--- src/rtl/iir1_pkg.sv ---
// iir1_pkg: shared widths, FSM state encoding and sample types for the
// first-order IIR filter family (iir1 and its inverse iir1_inv).
// Contents:
//   X_W, Y_W, FRAC_SH, P_W   sample/coefficient widths and feedback shift
//   iir1_inv_state_t         IDLE/CALC/DIV/OUT state encoding
//   x_t, y_t, q_t            signed sample and wide-quotient types
//   mag_y, mag_x             two's-complement magnitude helpers
package iir1_pkg;

  localparam int X_W     = 4;
  localparam int Y_W     = 8;
  localparam int FRAC_SH = 4;
  localparam int P_W     = 12;

  typedef enum logic [1:0] {
    IDLE = 2'd0,
    CALC = 2'd1,
    DIV  = 2'd2,
    OUT  = 2'd3
  } iir1_inv_state_t;

  typedef logic signed [X_W-1:0] x_t;
  typedef logic signed [Y_W-1:0] y_t;
  // One bit wider than y_t so +128 (-128 / -1 style results) is representable.
  typedef logic signed [Y_W:0]   q_t;

  // Magnitude of a signed output sample; -128 maps to unsigned 128.
  function automatic logic [Y_W-1:0] mag_y(input logic signed [Y_W-1:0] v);
    logic [Y_W-1:0] m;
    if (v[Y_W-1]) m = ~v + {{(Y_W-1){1'b0}}, 1'b1};
    else          m = v;
    return m;
  endfunction

  // Magnitude of a signed coefficient; -8 maps to unsigned 8.
  function automatic logic [X_W-1:0] mag_x(input logic signed [X_W-1:0] v);
    logic [X_W-1:0] m;
    if (v[X_W-1]) m = ~v + {{(X_W-1){1'b0}}, 1'b1};
    else          m = v;
    return m;
  endfunction

endpackage

--- src/rtl/iir1_sdiv.sv ---
// iir1_sdiv: sequential signed divider, restoring algorithm, one quotient bit
// per clock over Y_W iterations. Quotient truncates toward zero; the
// remainder is discarded. The divisor must be non-zero when started.
// Ports:
//   i_clk, i_rst_n   clock, synchronous active-low reset
//   i_start          load operands (one-cycle pulse)
//   i_dividend       signed Y_W-bit dividend
//   i_divisor        signed X_W-bit divisor
//   o_done           high during the cycle whose closing edge is the last iteration
//   o_quotient       signed Y_W+1-bit quotient, valid while o_done is high
module iir1_sdiv
  import iir1_pkg::*;
(
  input  logic                  i_clk,
  input  logic                  i_rst_n,
  input  logic                  i_start,
  input  logic signed [Y_W-1:0] i_dividend,
  input  logic signed [X_W-1:0] i_divisor,
  output logic                  o_done,
  output logic signed [Y_W:0]   o_quotient
);

  localparam int CNT_W = $clog2(Y_W);
  localparam logic [CNT_W-1:0] LAST = CNT_W'(Y_W - 1);

  logic             r_busy;
  logic [CNT_W-1:0] r_cnt;
  logic [Y_W-1:0]   r_dvd;   // remaining dividend bits, MSB first
  logic [X_W-2:0]   r_rem;   // partial remainder, always < |divisor| <= 8
  logic [Y_W-1:0]   r_q;
  logic [X_W-1:0]   r_dmag;
  logic             r_neg;

  logic [X_W-1:0]   w_shift;
  logic             w_ge;
  logic [X_W-2:0]   w_rem_nxt;
  logic [Y_W-1:0]   w_q_nxt;
  logic [Y_W:0]     w_q_ext;

  // One restoring step. The true difference fits X_W-1 bits, so mod-8
  // subtraction of the low bits yields it exactly (also for |divisor| = 8).
  assign w_shift   = {r_rem, r_dvd[Y_W-1]};
  assign w_ge      = (w_shift >= r_dmag);
  assign w_rem_nxt = w_ge ? (w_shift[X_W-2:0] - r_dmag[X_W-2:0]) : w_shift[X_W-2:0];
  assign w_q_nxt   = {r_q[Y_W-2:0], w_ge};
  assign o_done    = r_busy && (r_cnt == LAST);

  // Apply the result sign to the final-iteration quotient.
  always_comb begin
    w_q_ext = {1'b0, w_q_nxt};
    if (r_neg) o_quotient = ~w_q_ext + {{Y_W{1'b0}}, 1'b1};
    else       o_quotient = w_q_ext;
  end

  // Operand capture and iteration sequencing.
  always_ff @(posedge i_clk) begin
    if (!i_rst_n) begin
      r_busy <= 1'b0;
      r_cnt  <= '0;
      r_dvd  <= '0;
      r_rem  <= '0;
      r_q    <= '0;
      r_dmag <= '0;
      r_neg  <= 1'b0;
    end else if (i_start) begin
      r_busy <= 1'b1;
      r_cnt  <= '0;
      r_dvd  <= mag_y(i_dividend);
      r_rem  <= '0;
      r_q    <= '0;
      r_dmag <= mag_x(i_divisor);
      r_neg  <= i_dividend[Y_W-1] ^ i_divisor[X_W-1];
    end else if (r_busy) begin
      r_rem <= w_rem_nxt;
      r_dvd <= {r_dvd[Y_W-2:0], 1'b0};
      r_q   <= w_q_nxt;
      r_cnt <= r_cnt + {{(CNT_W-1){1'b0}}, 1'b1};
      if (r_cnt == LAST) r_busy <= 1'b0;
    end
  end

endmodule

--- src/rtl/iir1_inv.sv ---
// iir1_inv: inverse of the first-order IIR filter iir1. Reconstructs
// x[n] = (y[n] - b1*x[n-1] - ((a1*y[n-1]) >>> FRAC_SH)) / b0
// with iir1's mod-2^Y_W wrap arithmetic, a sequential divider, saturation
// to the X_W range, and a divide-by-zero flag.
// Ports:
//   i_clk, i_rst_n          clock, synchronous active-low reset
//   i_y_in, i_y_valid       filter output sample in (signed), valid
//   o_y_ready               sample accepted when high (IDLE only)
//   i_b0, i_b1, i_a1        signed coefficients, captured with the sample
//   o_x_out, o_x_valid      reconstructed sample (signed), valid
//   i_x_ready               downstream accepts o_x_out
//   o_x_sat                 o_x_out was clipped
//   o_div_err               b0 was zero for this sample, o_x_out forced 0
module iir1_inv
  import iir1_pkg::*;
(
  input  logic                  i_clk,
  input  logic                  i_rst_n,
  input  logic signed [Y_W-1:0] i_y_in,
  input  logic                  i_y_valid,
  output logic                  o_y_ready,
  input  logic signed [X_W-1:0] i_b0,
  input  logic signed [X_W-1:0] i_b1,
  input  logic signed [X_W-1:0] i_a1,
  output logic signed [X_W-1:0] o_x_out,
  output logic                  o_x_valid,
  input  logic                  i_x_ready,
  output logic                  o_x_sat,
  output logic                  o_div_err
);

  localparam logic signed [Y_W:0]   Q_MAX = {{(Y_W-X_W+2){1'b0}}, {(X_W-1){1'b1}}};
  localparam logic signed [Y_W:0]   Q_MIN = {{(Y_W-X_W+2){1'b1}}, {(X_W-1){1'b0}}};
  localparam logic signed [X_W-1:0] X_MAX = {1'b0, {(X_W-1){1'b1}}};
  localparam logic signed [X_W-1:0] X_MIN = {1'b1, {(X_W-1){1'b0}}};

  iir1_inv_state_t r_state;
  y_t r_y, r_y_prev;
  x_t r_b0, r_b1, r_a1, r_x_prev;
  x_t r_x_out;
  logic r_x_valid, r_x_sat, r_div_err;

  logic signed [P_W-1:0] w_a1_ext, w_yp_ext, w_p;
  logic signed [Y_W-1:0] w_b1_ext, w_xp_ext, w_bx, w_f, w_res;
  logic                  w_div_start, w_div_done;
  q_t                    w_quo;
  logic                  w_sat_hi, w_sat_lo;
  x_t                    w_x_clip;

  // Residual in Y_W-bit wrap arithmetic, bit-matching the forward filter.
  assign w_a1_ext = {{(P_W-X_W){r_a1[X_W-1]}}, r_a1};
  assign w_yp_ext = {{(P_W-Y_W){r_y_prev[Y_W-1]}}, r_y_prev};
  assign w_p      = w_a1_ext * w_yp_ext;
  assign w_f      = Y_W'(w_p >>> FRAC_SH);
  assign w_b1_ext = {{(Y_W-X_W){r_b1[X_W-1]}}, r_b1};
  assign w_xp_ext = {{(Y_W-X_W){r_x_prev[X_W-1]}}, r_x_prev};
  assign w_bx     = w_b1_ext * w_xp_ext;
  assign w_res    = r_y - w_bx - w_f;

  // Divider runs only when b0 is non-zero; start is issued from CALC.
  assign w_div_start = (r_state == CALC) && (r_b0 != {X_W{1'b0}});

  iir1_sdiv u_div (
    .i_clk      (i_clk),
    .i_rst_n    (i_rst_n),
    .i_start    (w_div_start),
    .i_dividend (w_res),
    .i_divisor  (r_b0),
    .o_done     (w_div_done),
    .o_quotient (w_quo)
  );

  assign w_sat_hi = (w_quo > Q_MAX);
  assign w_sat_lo = (w_quo < Q_MIN);

  // Clip the wide quotient into the X_W output range.
  always_comb begin
    w_x_clip = w_quo[X_W-1:0];
    if (w_sat_hi)      w_x_clip = X_MAX;
    else if (w_sat_lo) w_x_clip = X_MIN;
    else               w_x_clip = w_quo[X_W-1:0];
  end

  assign o_y_ready = (r_state == IDLE) && i_rst_n;
  assign o_x_out   = r_x_out;
  assign o_x_valid = r_x_valid;
  assign o_x_sat   = r_x_sat;
  assign o_div_err = r_div_err;

  // Sample sequencing FSM with registered outputs and history update.
  always_ff @(posedge i_clk) begin
    if (!i_rst_n) begin
      r_state   <= IDLE;
      r_y       <= '0;
      r_b0      <= '0;
      r_b1      <= '0;
      r_a1      <= '0;
      r_x_prev  <= '0;
      r_y_prev  <= '0;
      r_x_out   <= '0;
      r_x_valid <= 1'b0;
      r_x_sat   <= 1'b0;
      r_div_err <= 1'b0;
    end else begin
      case (r_state)
        IDLE: begin
          if (i_y_valid) begin
            r_y     <= i_y_in;
            r_b0    <= i_b0;
            r_b1    <= i_b1;
            r_a1    <= i_a1;
            r_state <= CALC;
          end
        end
        CALC: begin
          if (r_b0 == {X_W{1'b0}}) begin
            r_x_out   <= '0;
            r_x_sat   <= 1'b0;
            r_div_err <= 1'b1;
            r_x_valid <= 1'b1;
            r_state   <= OUT;
          end else begin
            r_state <= DIV;
          end
        end
        DIV: begin
          if (w_div_done) begin
            r_x_out   <= w_x_clip;
            r_x_sat   <= w_sat_hi | w_sat_lo;
            r_div_err <= 1'b0;
            r_x_valid <= 1'b1;
            r_state   <= OUT;
          end
        end
        OUT: begin
          if (i_x_ready) begin
            r_x_valid <= 1'b0;
            r_x_prev  <= r_div_err ? {X_W{1'b0}} : r_x_out;
            r_y_prev  <= r_y;
            r_state   <= IDLE;
          end
        end
        default: r_state <= IDLE;
      endcase
    end
  end

endmodule

--- config.mk ---
export PLATFORM = sky130hd
export DESIGN_NAME = iir1_inv
export DESIGN_NICKNAME = d
export VERILOG_FILES = /design/src/rtl/iir1_pkg.sv /design/src/rtl/iir1_sdiv.sv /design/src/rtl/iir1_inv.sv
export SDC_FILE = /design/constraint.sdc
export NUM_CORES = 1
export LEC_CHECK = 0
export ABC_AREA = 1
export BUFFER_PORTS_ARGS = -buffer_cell sky130_fd_sc_hd__buf_2
export CAP_MARGIN = 20
export CORE_MARGIN = 2
export CORE_UTILIZATION = 51
export CTS_CLUSTER_SIZE = 16
export DETAILED_ROUTE_END_ITERATION = 16
export PLACE_DENSITY = 0.69
export SLEW_MARGIN = 20
export SYNTH_ARGS = -nofsm -noshare
export SYNTH_HDL_FRONTEND = slang
export SYNTH_HIERARCHICAL = 1
export SYNTH_SLANG_ARGS = --single-unit
--- constraint.sdc ---
create_clock -name i_clk -period 11.2 [get_ports i_clk]
set_input_delay 2.8 -clock i_clk [delete_from_list [all_inputs] [get_ports i_clk]]
set_output_delay 2.8 -clock i_clk [all_outputs]
set_load 0.005 [all_outputs]
== Word level (Yosys, flattened, before mapping) ==
Index checks and enable logic that the tools add are counted.

* Register bits: 68
* Output and inout port bits: 8
* Input port bits: 24

* Muxes and demuxes: 29
* Equality and inequality tests: 8
* Multipliers: 2
* Bitwise logic cells: 6
* Add/sub/neg operators: 7
* $lt $le $gt $ge: 3
* Reductions and logical operators: 15

{| class="wikitable"
|+ Operators by type and width
! operator !! count
|-
| 4-bit two-way mux || 6
|-
| 8-bit two-way mux || 3
|-
| 8-bit subtractor || 2
|-
| 4-bit by 8-bit multiplier with 12-bit output || 1
|-
| 1-bit two-way mux || 10
|-
| 9-bit by 1-bit adder with 9-bit output, second input constant || 1
|-
| 9-bit by 4-bit > comparator with 1-bit output, second input constant || 1
|-
| 9-bit by 4-bit less-than comparator with 1-bit output, second input constant || 1
|-
| 9-bit two-way mux || 1
|-
| 8-bit inverter with 9-bit output || 1
|-
| 8-bit by 1-bit adder with 8-bit output, second input constant || 1
|-
| 4-bit by 4-bit multiplier with 8-bit output || 1
|-
| 8-bit inverter || 1
|-
| 2-bit case mux with 4 select lines || 1
|-
| 4-bit case mux with 2 select lines || 1
|-
| 2-bit two-way mux || 3
|-
| 3-bit AND reduction || 2
|-
| 4-bit by 1-bit adder with 4-bit output, second input constant || 1
|-
| 2-bit equality test, second input constant || 2
|-
| 4-bit greater-or-equal comparator || 1
|-
| 4-bit logical NOT || 1
|-
| 2-bit by 1-bit inequality test with 1-bit output, second input constant || 2
|-
| 2-bit inequality test, second input constant || 2
|-
| 4-bit inverter || 1
|-
| other kinds (18) || 23
|}

== Logic depth before layout (Yosys ltp) ==
Gate-level depths: netlist of run 1.

* Depth in word-level cells: 9
* Mapped depth: 39

== By module ==
The synthesis of run 1 kept the hierarchy.

{| class="wikitable"
|+ Modules (own cells, without submodules)
! module !! times used !! cells each !! seq. area each (um2) !! area each (um2)
|-
| iir1_inv || 1 || 516 || 820.8 || 3834.9
|-
| iir1_sdiv || 1 || 233 || 540.5 || 1601.5
|}

== Least setup slack after synthesis of run 1 ==
Ideal clock, no wire load.

* Kind: reg2reg
* Start: reg r_a1[3]
* End: reg u_div.r_dvd[2]
* Arrival time: 6565 ps
* Required time: 11078 ps
* Stages on the path, launching flop included: 30
* Buffers on the path: 1
* Slack: 4514 ps
* Cell sequence: dfxtp_1 inv_1 or2_2 fa_1 fa_1 inv_1 fa_1 nand4_1 nor2_2 fa_1 nand3_1 nand2_1 xor2_1 fa_1 fa_1 fa_1 fa_1 inv_1 ha_1 a21oi_1 o21ai_0 a31oi_1 nand3_1 nand2_1 buf_4 inv_1 o21ai_0 nand2_1 o21ai_0 a21oi_1

* Elaborated cells on any way between the ends: 6
* Classes of those cells: add/sub (2); mul (1); mux (2); bitwise (1)

{| class="wikitable"
|+ RTL lines
! element !! RTL line !! RTL
|-
| start: declaration || iir1_inv.sv:39 || <nowiki>x_t r_b0, r_b1, r_a1, r_x_prev;</nowiki>
|-
| start signal: assignment || iir1_inv.sv:111 || <nowiki>r_a1 <= i_a1;</nowiki>
|-
| 4-bit by 8-bit multiplier with 12-bit output || iir1_inv.sv:53 || <nowiki>assign w_p = w_a1_ext * w_yp_ext;</nowiki>
|-
| 8-bit subtractor || iir1_inv.sv:58 || <nowiki>assign w_res = r_y - w_bx - w_f;</nowiki>
|-
| net w_res[7] || iir1_inv.sv:44 || <nowiki>logic signed [Y_W-1:0] w_b1_ext, w_xp_ext, w_bx, w_f, w_res;</nowiki>
|-
| 8-bit two-way mux || iir1_pkg.sv:30 || <nowiki>if (v[Y_W-1]) m = ~v + {{(Y_W-1){1'b0}}, 1'b1};</nowiki>
|-
| 8-bit two-way mux || iir1_sdiv.sv:65 || <nowiki>end else if (i_start) begin</nowiki>
|-
| end signal: assignment || iir1_sdiv.sv:68 || <nowiki>r_dvd <= mag_y(i_dividend);</nowiki>
|-
| end signal: assignment || iir1_sdiv.sv:75 || <nowiki>r_dvd <= {r_dvd[Y_W-2:0], 1'b0};</nowiki>
|-
| end: declaration || iir1_sdiv.sv:28 || <nowiki>logic [Y_W-1:0] r_dvd;</nowiki>
|}

The timed path passes the listed nets, and every way through them passes these cells.
A chain may end at the register's enable or synchronous reset.

== Worst setup path in the final report of run 1 ==
* Start: reg r_a1[3]
* End: reg u_div.r_dvd[1]

The elaborated chain is that of the path after synthesis.

==> results of run 1 <==
[per-stage QoR]
stage               util [%]  hold slack, ns
finish                  56.8           0.471
global route            56.8           0.503
CTS                     56.8           0.472
detailed placement      54.9           0.459
global placement        54.9           0.452
floorplan                  -           0.442
[flip-flops by register name (all words and copies together), names as in the netlist]
register      flops
r_b1              4
r_a1              4
o_x_sat           1
r_y               8
r_b0              4
u_div/r_busy      1
u_div/r_cnt       3
u_div/r_rem       3
u_div/r_dvd       8
u_div/r_q         7
o_div_err         1
u_div/r_dmag      4
o_x_valid         1
r_y_prev          8
r_state           2
r_x_prev          4
u_div/r_neg       1
o_x_out           4
[cell usage after synthesis, types with 3 or more instances]
master and count:
inv_1 124, fa_1 37, o21ai_0 52, nand4_1 3, a21o_1 3, nor2_1 62
buf_4 3, inv_2 7, ha_1 49, dfxtp_1 68, nand2_2 10, a21oi_1 54
buf_2 6, o21ai_1 5, xor2_1 13, xnor2_1 6, nand2_1 170, clkbuf_1 7
a21oi_2 3, o22ai_1 5, or2_2 3, nand3_1 33
[kinds of logic after synthesis]
family	count (synthesis)	share of synthesized area (%)
xor+xnor	19	3.06
simple gates	292	22.5
flops	68	25.0
compound gates	133	13.4
buf+inv	151	11.1
fa+ha+maj	86	24.9
[power by group through the flow]
stage                     sequential [uW]  combinational [uW]  clock, uW
final                                 353                 879        211
after global routing                  361                1020        225
after CTS                             352                 874        216
after detailed placement              357                 863          0
after global placement                355                 841          0
after floorplan                       331                 727          0
[worst reg2reg max path: cells and delay by family (launching register included)]
| family | cells | cell delay (ns) |
|---|---|---|
| buffers and inverters | 4 | 0.41 |
| flip-flops | 1 | 0.38 |
| AND/OR/NAND/NOR | 8 | 1.15 |
| XOR/XNOR | 1 | 0.17 |
| adder cells (fa/ha/maj) | 9 | 4.20 |
| AO/OA/AOI/OAI | 5 | 0.84 |
[routing by layer]
metal	GRT usage (%)	up-vias	part of all wire, %	routed length, microns
met3	4.19	13	3.8	451
met5	0	-	0	0
met4	7.14	0	1.3	152
met2	35.0	92	46	5360
met1	30.4	2173	49	5780
li1	-	2405	-	-
[final cells by class]
type / count / area [sq um]
clock buffers: 9 / 124
clock inverters: 7 / 75.1
fillers: 978 / 4460
inverters: 132 / 498
multi-input cells: 530 / 3470
flip-flops and latches: 68 / 1360
well taps: 136 / 170
repair buffers: 32 / 163
[path summary, 6_finish.rpt]
path                  startpoint             end  slack, ns
setup / recovery         r_a1[3]  u_div/r_dvd[1]       3.97
hold / removal    u_div/r_dvd[4]  u_div/r_dvd[4]       0.47
setup reg to reg         r_a1[3]  u_div/r_dvd[1]       3.97
hold reg to reg   u_div/r_dvd[4]  u_div/r_dvd[4]       0.47
==> flow_metrics.py, run 1 <==
metrics = {
    "layout": {
        "num_antenna_cells": 0,
        "final_nets": 883,
        "layout_commonest_cell": "nand2_1",
        "syn2layout_area_growth_pct": 7.85,
        "drive_gt1_share_pct": 10.3,
        "final_area_sq_mm": 0.00586,
        "instances_no_fill": 914,
        "layout_common_cells": "nand2_1, inv_1, dfxtp_1, nor2_1, a21oi_1",
    },
    "setup_path": {
        "rr_worst_depth": 27,
        "critPathMaxStageDelay_ns": 0.55,
        "worst_path_dominant_cell_family": "adder cells",
        "crit_fanout": 10,
        "cp.depth": 27,
        "arrival_ns": 7.49,
        "crit_slowest_cell": "fa_1",
        "crit_top_cell": "fa_1",
        "path_class": "flip-flop to flip-flop",
        "cp_data_required_time_ns": 11.46,
        "start_kind": "flip-flop",
        "critPathCaptureType": "flip-flop",
        "path_buf_inv": 4,
    },
    "die": {
        "die_x_microns": 107,
        "fp.dieH_microns": 107,
        "die_area_sq_mm": 0.0115,
        "core_area_sq_mm": 0.0103,
        "num_rows": 37,
        "pin_count": 32,
        "start_util_pct": 52.7,
    },
    "clocking": {
        "cts_hold_buf": 0,
        "cts_buffer_depth": 2,
        "root_buffer": "clkbuf_8",
        "clk_pin_slew_worst_paths_ns": 0.08,
        "cts-htree-levels": 3,
        "clock_latency_ns": 0.36,
        "cts_made_buffers": 9,
        "cts_resized": 0,
        "clock-sinks": 68,
        "tritoncts": "yes",
        "postCtsSetupBuffers": 0,
    },
    "logic_synthesis": {
        "synth_edf_count": 0,
        "synth_cell_type_count": 41,
        "ys_seq_area_share_pct": 25.0,
        "syn_avg_cell_area_sq_um": 7.26,
        "synthTopCellsByArea": "dfxtp_1, fa_1, nand2_1",
        "synth_nets": 859,
        "netlist.area_leader.share_pct": 25.0,
        "yosysWarnings": 6,
        "synth_area_leader_cell": "dfxtp_1",
        "synthArstFlopShare_pct": 0,
        "synth_ff_type": "dfxtp_1",
        "syn_inst": 749,
        "synth_seq_cells": 68,
        "synth_area_sq_mm": 0.00544,
    },
    "timing": {
        "min_period_ns": 7.23,
        "tightest_slew_ns": 0.722,
        "setup_violations": 0,
        "finalMaxSlewViolations": 0,
        "min_period_over_period_pct": 64.6,
        "rsz0062_at_grt": "false",
        "finalWorstSetupSlack_ns": 3.97,
        "finalHoldViolCount": 0,
        "tns_ns": 0,
        "max_freq_ghz": 0.138,
        "maxSlewHeadroom_pct": 51.8,
        "skew_ns": 0.0127,
    },
    "route": {
        "drt_iter0_drc": 261,
        "wl_per_cell_microns": 12.8,
        "vias": 4683,
        "drc": 0,
        "wl_microns": 11700,
        "ant_nets": 0,
        "routed_via_density": 5.12,
        "first_pass_iters": 5,
    },
    "power": {
        "power.share.clock_pct": 14.6,
        "power_frac_comb_pct": 60.9,
        "power_uw": 1440,
        "p_int_uw": 721,
        "peakVddDrop_mv": 0.134,
        "p_leak_uw": 0.00312,
        "p_switching_uw": 720,
        "seq_power_share_pct": 24.5,
        "p_per_area_mw_per_mm2": 246,
        "switching_share_pct": 50.0,
    },
    "worst_hold_path": {
        "holdCritPathClass": "flip-flop to flip-flop",
        "worstHoldPathCells": 2,
    },
    "placement": {
        "hpwl_microns": 9060,
        "dp_slack_ns": 4.04,
        "place_area_sq_mm": 0.00566,
        "port-buffer-count": 31,
        "globalplace.congestion": 0.840,
        "dp.cells": 898,
    },
    "grt": {
        "grt_overflow": 0,
        "grt_max_degree": 36,
        "grt_pass1_wl_microns": 20100,
        "grt_pass1_vias": 4296,
        "grt_antenna_before_repair": 0,
        "grtUsageTotal_pct": 22.1,
    },
    "job": {
        "cap_violations": 0,
    },
    "status": {
        "status": "finished clean",
    },
}
Note: power is estimated with default switching activity, not from simulation.
==> run 2, diff against run 1 <==
==> constraint.sdc (replaced) <==
create_clock -name i_clk -period 6.77 [get_ports i_clk]
set_input_delay 1.6925 -clock i_clk [delete_from_list [all_inputs] [get_ports i_clk]]
set_output_delay 1.6925 -clock i_clk [all_outputs]
set_load 0.005 [all_outputs]
==> flow_metrics.py, run 2 (same netlist as run 1, synthesis figures left out) <==
metrics = {
    "layout": {
        "num_antenna_cells": 0,
        "drive_gt1_share_pct": 13.6,
        "syn2layout_area_growth_pct": 11.2,
        "layout_commonest_cell": "nand2_1",
        "final_util_pct": 58.6,
        "final_nets": 890,
        "layout_common_cells": "nand2_1, inv_1, dfxtp_1, nor2_1, a21oi_1",
        "reg_top3": "r_y (8), r_y_prev (8), u_div/r_dvd (8)",
    },
    "route": {
        "drc": 0,
        "wl_microns": 11900,
        "wl_per_cell_microns": 12.9,
        "ant_nets": 0,
        "first_pass_iters": 5,
        "drt_iter0_drc": 208,
        "routed_via_density": 5.13,
        "vias": 4723,
    },
    "timing": {
        "max_freq_ghz": 0.154,
        "maxSlewHeadroom_pct": 51.0,
        "min_period_ns": 6.48,
        "skew_ns": 0.0122,
        "finalMaxSlewViolations": 0,
        "min_period_over_period_pct": 95.8,
        "tightest_slew_ns": 0.734,
        "setup_violations": 0,
        "finalWorstSetupSlack_ns": 0.286,
        "hold_slack_ns": 0.469,
        "tns_ns": 0,
        "finalHoldViolCount": 0,
    },
    "setup_path": {
        "arrival_ns": 6.72,
        "crit_slowest_cell": "fa_1",
        "crit_top_cell": "fa_1",
        "crit_fanout": 9,
        "r2r_setup_slack_ns": 0.29,
        "path_class": "flip-flop to flip-flop",
        "critPathCaptureType": "flip-flop",
        "cp_data_required_time_ns": 7.01,
        "start_kind": "flip-flop",
        "rr_worst_depth": 30,
        "critPathMaxStageDelay_ns": 0.54,
    },
    "die": {
        "num_rows": 37,
        "core_area_sq_mm": 0.0103,
        "pin_count": 32,
        "die_x_microns": 107,
        "die_area_sq_mm": 0.0115,
        "start_util_pct": 52.7,
        "fp.dieH_microns": 107,
    },
    "clocking": {
        "cts_made_buffers": 9,
        "tritoncts": "yes",
        "cts-htree-levels": 3,
        "clock-sinks": 68,
        "cts_buffer_depth": 2,
        "postCtsSetupBuffers": 0,
        "clk_pin_slew_worst_paths_ns": 0.08,
        "cts_hold_buf": 0,
        "root_buffer": "clkbuf_8",
        "clock_latency_ns": 0.37,
    },
    "grt": {
        "grt_overflow": 0,
        "grt_pass1_vias": 4448,
        "grt_max_degree": 36,
        "grt_antenna_before_repair": 0,
        "grt_pass1_wl_microns": 20100,
        "grtUsageTotal_pct": 22.3,
    },
    "status": {
        "status": "finished clean",
    },
    "worst_hold_path": {
        "worstHoldPathCells": 2,
        "holdCritPathClass": "flip-flop to flip-flop",
    },
    "power": {
        "power_uw": 2490,
        "p_leak_uw": 0.00314,
        "p_per_area_mw_per_mm2": 412,
        "peakVddDrop_mv": 0.242,
    },
    "placement": {
        "globalplace.congestion": 0.827,
        "dp_slack_ns": 0.0194,
        "port-buffer-count": 31,
        "hpwl_microns": 9080,
    },
    "job": {
        "cap_violations": 0,
    },
}
-- run 2: cell types whose count changed in the layout (fill, tap and decap cells not counted), moves of 3 or more --
cell / before / now
a21oi_1: 54 / 51
a21oi_2: 3 / 6
buf_4: 1 / 7
clkinv_4: 3 / 0
fa_1: 37 / 34
fa_2: 0 / 3
ha_1: 49 / 43
ha_4: 0 / 6
nand2_1: 170 / 167
nand2_2: 10 / 13
-- run 2: path summary, 6_finish.rpt --
check,start,end
setup / recovery,r_a1[3],u_div/r_dvd[4]
hold / removal,u_div/r_dvd[3],u_div/r_dvd[3]
setup reg to reg,r_a1[3],u_div/r_dvd[4]
hold reg to reg,u_div/r_dvd[3],u_div/r_dvd[3]
-- run 2: layout make-up --
cell class | instances | area [sq um]
clock inverters | 6 | 63.8
multi-input cells | 530 | 3600
fillers | 989 | 4280
flip-flops and latches | 68 | 1360
well taps | 136 | 170
inverters | 132 | 498
clock buffers | 10 | 128
repair buffers | 39 | 219
-- run 2: through the flow --
step	cells	instance area [sq um]
2_1_floorplan	749	5440
4_1_cts	921	5910
3_3_place_gp	905	5720
6_report	921	6050
3_5_place_dp	905	5720
5_1_grt	921	6050
-- run 2: worst max-delay path, delay by kind of cell, from the launching register on --
kind            cells  cell delay [ns]
buf+inv             5             0.37
simple gates       10             0.89
compound gates      5             0.67
xor+xnor            1             0.16
flops               1             0.33
fa+ha+maj           9             3.92
-- run 2: layer usage --
layer  vias up  track usage [%]  part of all wire (%)
li1       2415                -                     -
met1      2209             29.4                    49
met2        87             35.9                    46
met3        12             5.78                   4.1
met4         0             6.68                   1.3
met5         -                0                     0
-- run 2: where the power goes --
| group | internal, uW | switching (uW) |
|---|---|---|
| registers | 489 | 85.8 |
| clock network | 170 | 170 |
| logic | 620 | 960 |
-- run 2: what timing repair did --
action | in CTS | in global routing
pin swaps | 1 | 16
resized for setup | 0 | 27
setup endpoints to repair | 2 | 8
hold endpoints to repair | 0 | 0
==> run 3, diff against run 2 <==
--- a/config.mk
+++ b/config.mk
@@ -12,9 +12,9 @@
 export CORE_UTILIZATION = 51
 export CTS_CLUSTER_SIZE = 16
 export DETAILED_ROUTE_END_ITERATION = 16
+export HOLD_SLACK_MARGIN = 0.06
 export PLACE_DENSITY = 0.69
 export SLEW_MARGIN = 20
 export SYNTH_ARGS = -nofsm -noshare
 export SYNTH_HDL_FRONTEND = slang
-export SYNTH_HIERARCHICAL = 1
 export SYNTH_SLANG_ARGS = --single-unit
==> flow_metrics.py, run 3 <==
metrics = {
    "layout": {
        "drive_gt1_share_pct": 16.4,
        "multi_input_area_sq_mm": 0.00373,
        "syn2layout_area_growth_pct": 13.6,
        "layout_commonest_cell": "nand2_1",
        "num_antenna_cells": 0,
        "final_nets": 903,
        "reg_top3": "r_y (8), r_y_prev (8), u_div.r_dvd (8)",
        "layout_common_cells": "nand2_1, inv_1, nor2_1, dfxtp_1, a21oi_1",
        "fill_cells": 966,
        "seqCellArea_sq_mm": 0.00137,
    },
    "setup_path": {
        "critPathCaptureType": "flip-flop",
        "worstReg2RegEnd": "u_div.r_dvd[6]",
        "r2r_setup_slack_ns": 0.01,
        "crit_slowest_cell": "fa_1",
        "critPathMaxStageDelay_ns": 0.52,
        "rr_worst_depth": 32,
        "crit_top_cell": "fa_1",
        "path_class": "flip-flop to flip-flop",
        "r2r_start": "r_y_prev[0]",
        "start_kind": "flip-flop",
        "arrival_ns": 6.99,
        "cp_data_required_time_ns": 7.00,
        "crit_fanout": 4,
    },
    "grt": {
        "grt_overflow": 0,
        "grt_antenna_before_repair": 0,
        "grt_pass1_vias": 4600,
        "grt_max_degree": 39,
        "grtUsageTotal_pct": 23.3,
        "grt_pass1_wl_microns": 21300,
    },
    "timing": {
        "tightest_slew_ns": 0.912,
        "finalHoldViolCount": 0,
        "min_period_ns": 6.76,
        "skew_ns": 0.00879,
        "tns_ns": 0,
        "min_period_over_period_pct": 99.8,
        "finalMaxSlewViolations": 0,
        "rsz0062_at_grt": "true",
        "hold_slack_ns": 0.474,
        "maxSlewHeadroom_pct": 39.1,
        "setup_violations": 0,
        "finalWorstSetupSlack_ns": 0.0131,
        "max_freq_ghz": 0.148,
    },
    "logic_synthesis": {
        "synth_seq_cells": 68,
        "synth_ff_type": "dfxtp_1",
        "syn_inst": 758,
        "yosysWarnings": 0,
        "ys_seq_area_share_pct": 24.7,
        "synthTopCellsByArea": "dfxtp_1, fa_1, ha_1",
        "synth_cell_type_count": 37,
        "synth_area_sq_mm": 0.00551,
        "synth_edf_count": 0,
        "netlist.area_leader.share_pct": 24.7,
        "syn_avg_cell_area_sq_um": 7.27,
        "synthArstFlopShare_pct": 0,
        "synth_nets": 867,
        "yosysMostFrequentCell": "nand2_1",
        "synth_area_leader_cell": "dfxtp_1",
        "synthTopCellsByCount": "nand2_1, inv_1, nor2_1",
    },
    "route": {
        "wl_per_cell_microns": 14.0,
        "vias": 4889,
        "first_pass_iters": 7,
        "ant_nets": 0,
        "drt_iter0_drc": 302,
        "drc": 0,
        "routed_via_density": 5.23,
        "wl_microns": 13100,
    },
    "power": {
        "power_uw": 2890,
        "p_per_area_mw_per_mm2": 461,
        "peakVddDrop_mv": 0.260,
        "p_int_uw": 1450,
        "p_leak_uw": 0.00320,
        "power.share.clock_pct": 12.3,
        "p_switching_uw": 1440,
        "power_frac_comb_pct": 67.8,
        "switching_share_pct": 49.9,
        "seq_power_share_pct": 19.9,
    },
    "clocking": {
        "root_buffer": "clkbuf_8",
        "cts_made_buffers": 9,
        "clock_latency_ns": 0.37,
        "clk_pin_slew_worst_paths_ns": 0.08,
        "tritoncts": "yes",
        "clock-sinks": 68,
        "cts_buffer_depth": 2,
        "cts-htree-levels": 3,
    },
    "die": {
        "start_util_pct": 52.9,
        "num_rows": 37,
        "fp.dieH_microns": 108,
        "die_area_sq_mm": 0.0117,
        "core_area_sq_mm": 0.0104,
        "die_x_microns": 108,
        "pin_count": 32,
    },
    "status": {
        "status": "finished clean",
    },
    "worst_hold_path": {
        "min_to": "u_div.r_rem[2]",
        "holdCritPathClass": "flip-flop to flip-flop",
        "min_from": "u_div.r_rem[2]",
        "worstHoldPathCells": 2,
    },
    "placement": {
        "globalplace.congestion": 0.865,
        "dp_slack_ns": -0.0778,
        "hpwl_microns": 9440,
        "port-buffer-count": 31,
    },
    "job": {
        "cap_violations": 0,
    },
}
## run 3: cell types whose count changed in the layout (fill, tap and decap cells not counted), moves of 3 or more
cell,previous run,this run
nand2_1,167,143
nor2_1,62,71
nand3_2,2,10
buf_4,7,14
xor2_1,11,18
nand2_4,0,5
o22ai_1,5,0
o21ai_1,7,3
clkinv_1,0,3
nand3_1,32,35
nand3_4,0,3
nor2_4,3,0
o21ai_0,50,47
## run 3: how the worst max path moves through the flow
stage,to,cells after the start,startpoint
3_5_place_dp,u_div.r_dvd[4],31,r_y_prev[0]
6_report,u_div.r_dvd[6],32,r_y_prev[0]
3_3_place_gp,u_div.r_dvd[6],31,r_y_prev[0]
2_1_floorplan,u_div.r_dvd[2],31,r_a1[2]
4_1_cts,u_div.r_dvd[6],32,r_y_prev[0]
5_1_grt,u_div.r_dvd[6],31,r_y_prev[2]
## run 3: cells by family (layout without fill, tap and decap cells)
family	after synthesis	count (layout)	share of synthesized area (%)
AO/OA/AOI/OAI	120	120	11.9
XOR/XNOR	27	27	4.42
adder cells (fa/ha/maj)	85	85	24.3
buffers and inverters	160	201	11.1
flip-flops	68	68	24.7
AND/OR/NAND/NOR	298	298	23.6
## run 3: power groups by stage
stage	combinational, uW	sequential (uW)	clock [uW]
after floorplan	1280	543	0
after global placement	1560	576	0
after detailed placement	1620	578	0
after CTS	1670	570	362
after global routing	2190	588	377
final	1960	573	355
## run 3: timing repair
action	4_1_cts	5_1_grt
endpoints found under the setup margin	7	8
hold buffers	0	0
buffers inserted	1	7
pin swaps	2	41
resized for setup	2	41
## run 3: area by class of cell
| class | count | area share, % |
|---|---|---|
| multi-input cells | 530 | 59.6 |
| flip-flops and latches | 68 | 21.8 |
| inverters | 140 | 8.47 |
| repair buffers | 45 | 4.16 |
| well taps | 136 | 2.72 |
| clock buffers | 10 | 2.20 |
| clock inverters | 6 | 1.02 |
## run 3: critical path, delay by kind of cell, from the launching register on
kind                     cells  cell delay [ns]
buffers and inverters        5             0.34
adder cells (fa/ha/maj)      9             3.90
AO/OA/AOI/OAI                4             0.37
AND/OR/NAND/NOR             12             1.20
flip-flops                   1             0.32
XOR/XNOR                     2             0.47
## run 3: layer usage
metal / vias to the layer above / track usage [%] / wire (microns)
met2: 143 / 36.2 / 6110
met3: 18 / 4.52 / 764
met1: 2284 / 32.8 / 6050
met4: 0 / 7.42 / 219
li1: 2444 / - / -
met5: - / 0 / 0
## run 3: through the flow
step	utilization (%)	area [sq um]	instances
finish	60.1	6260	935
global route	60.1	6260	935
CTS	58.0	6040	929
detailed placement	55.8	5810	912
global placement	55.8	5810	912
floorplan	-	5510	758
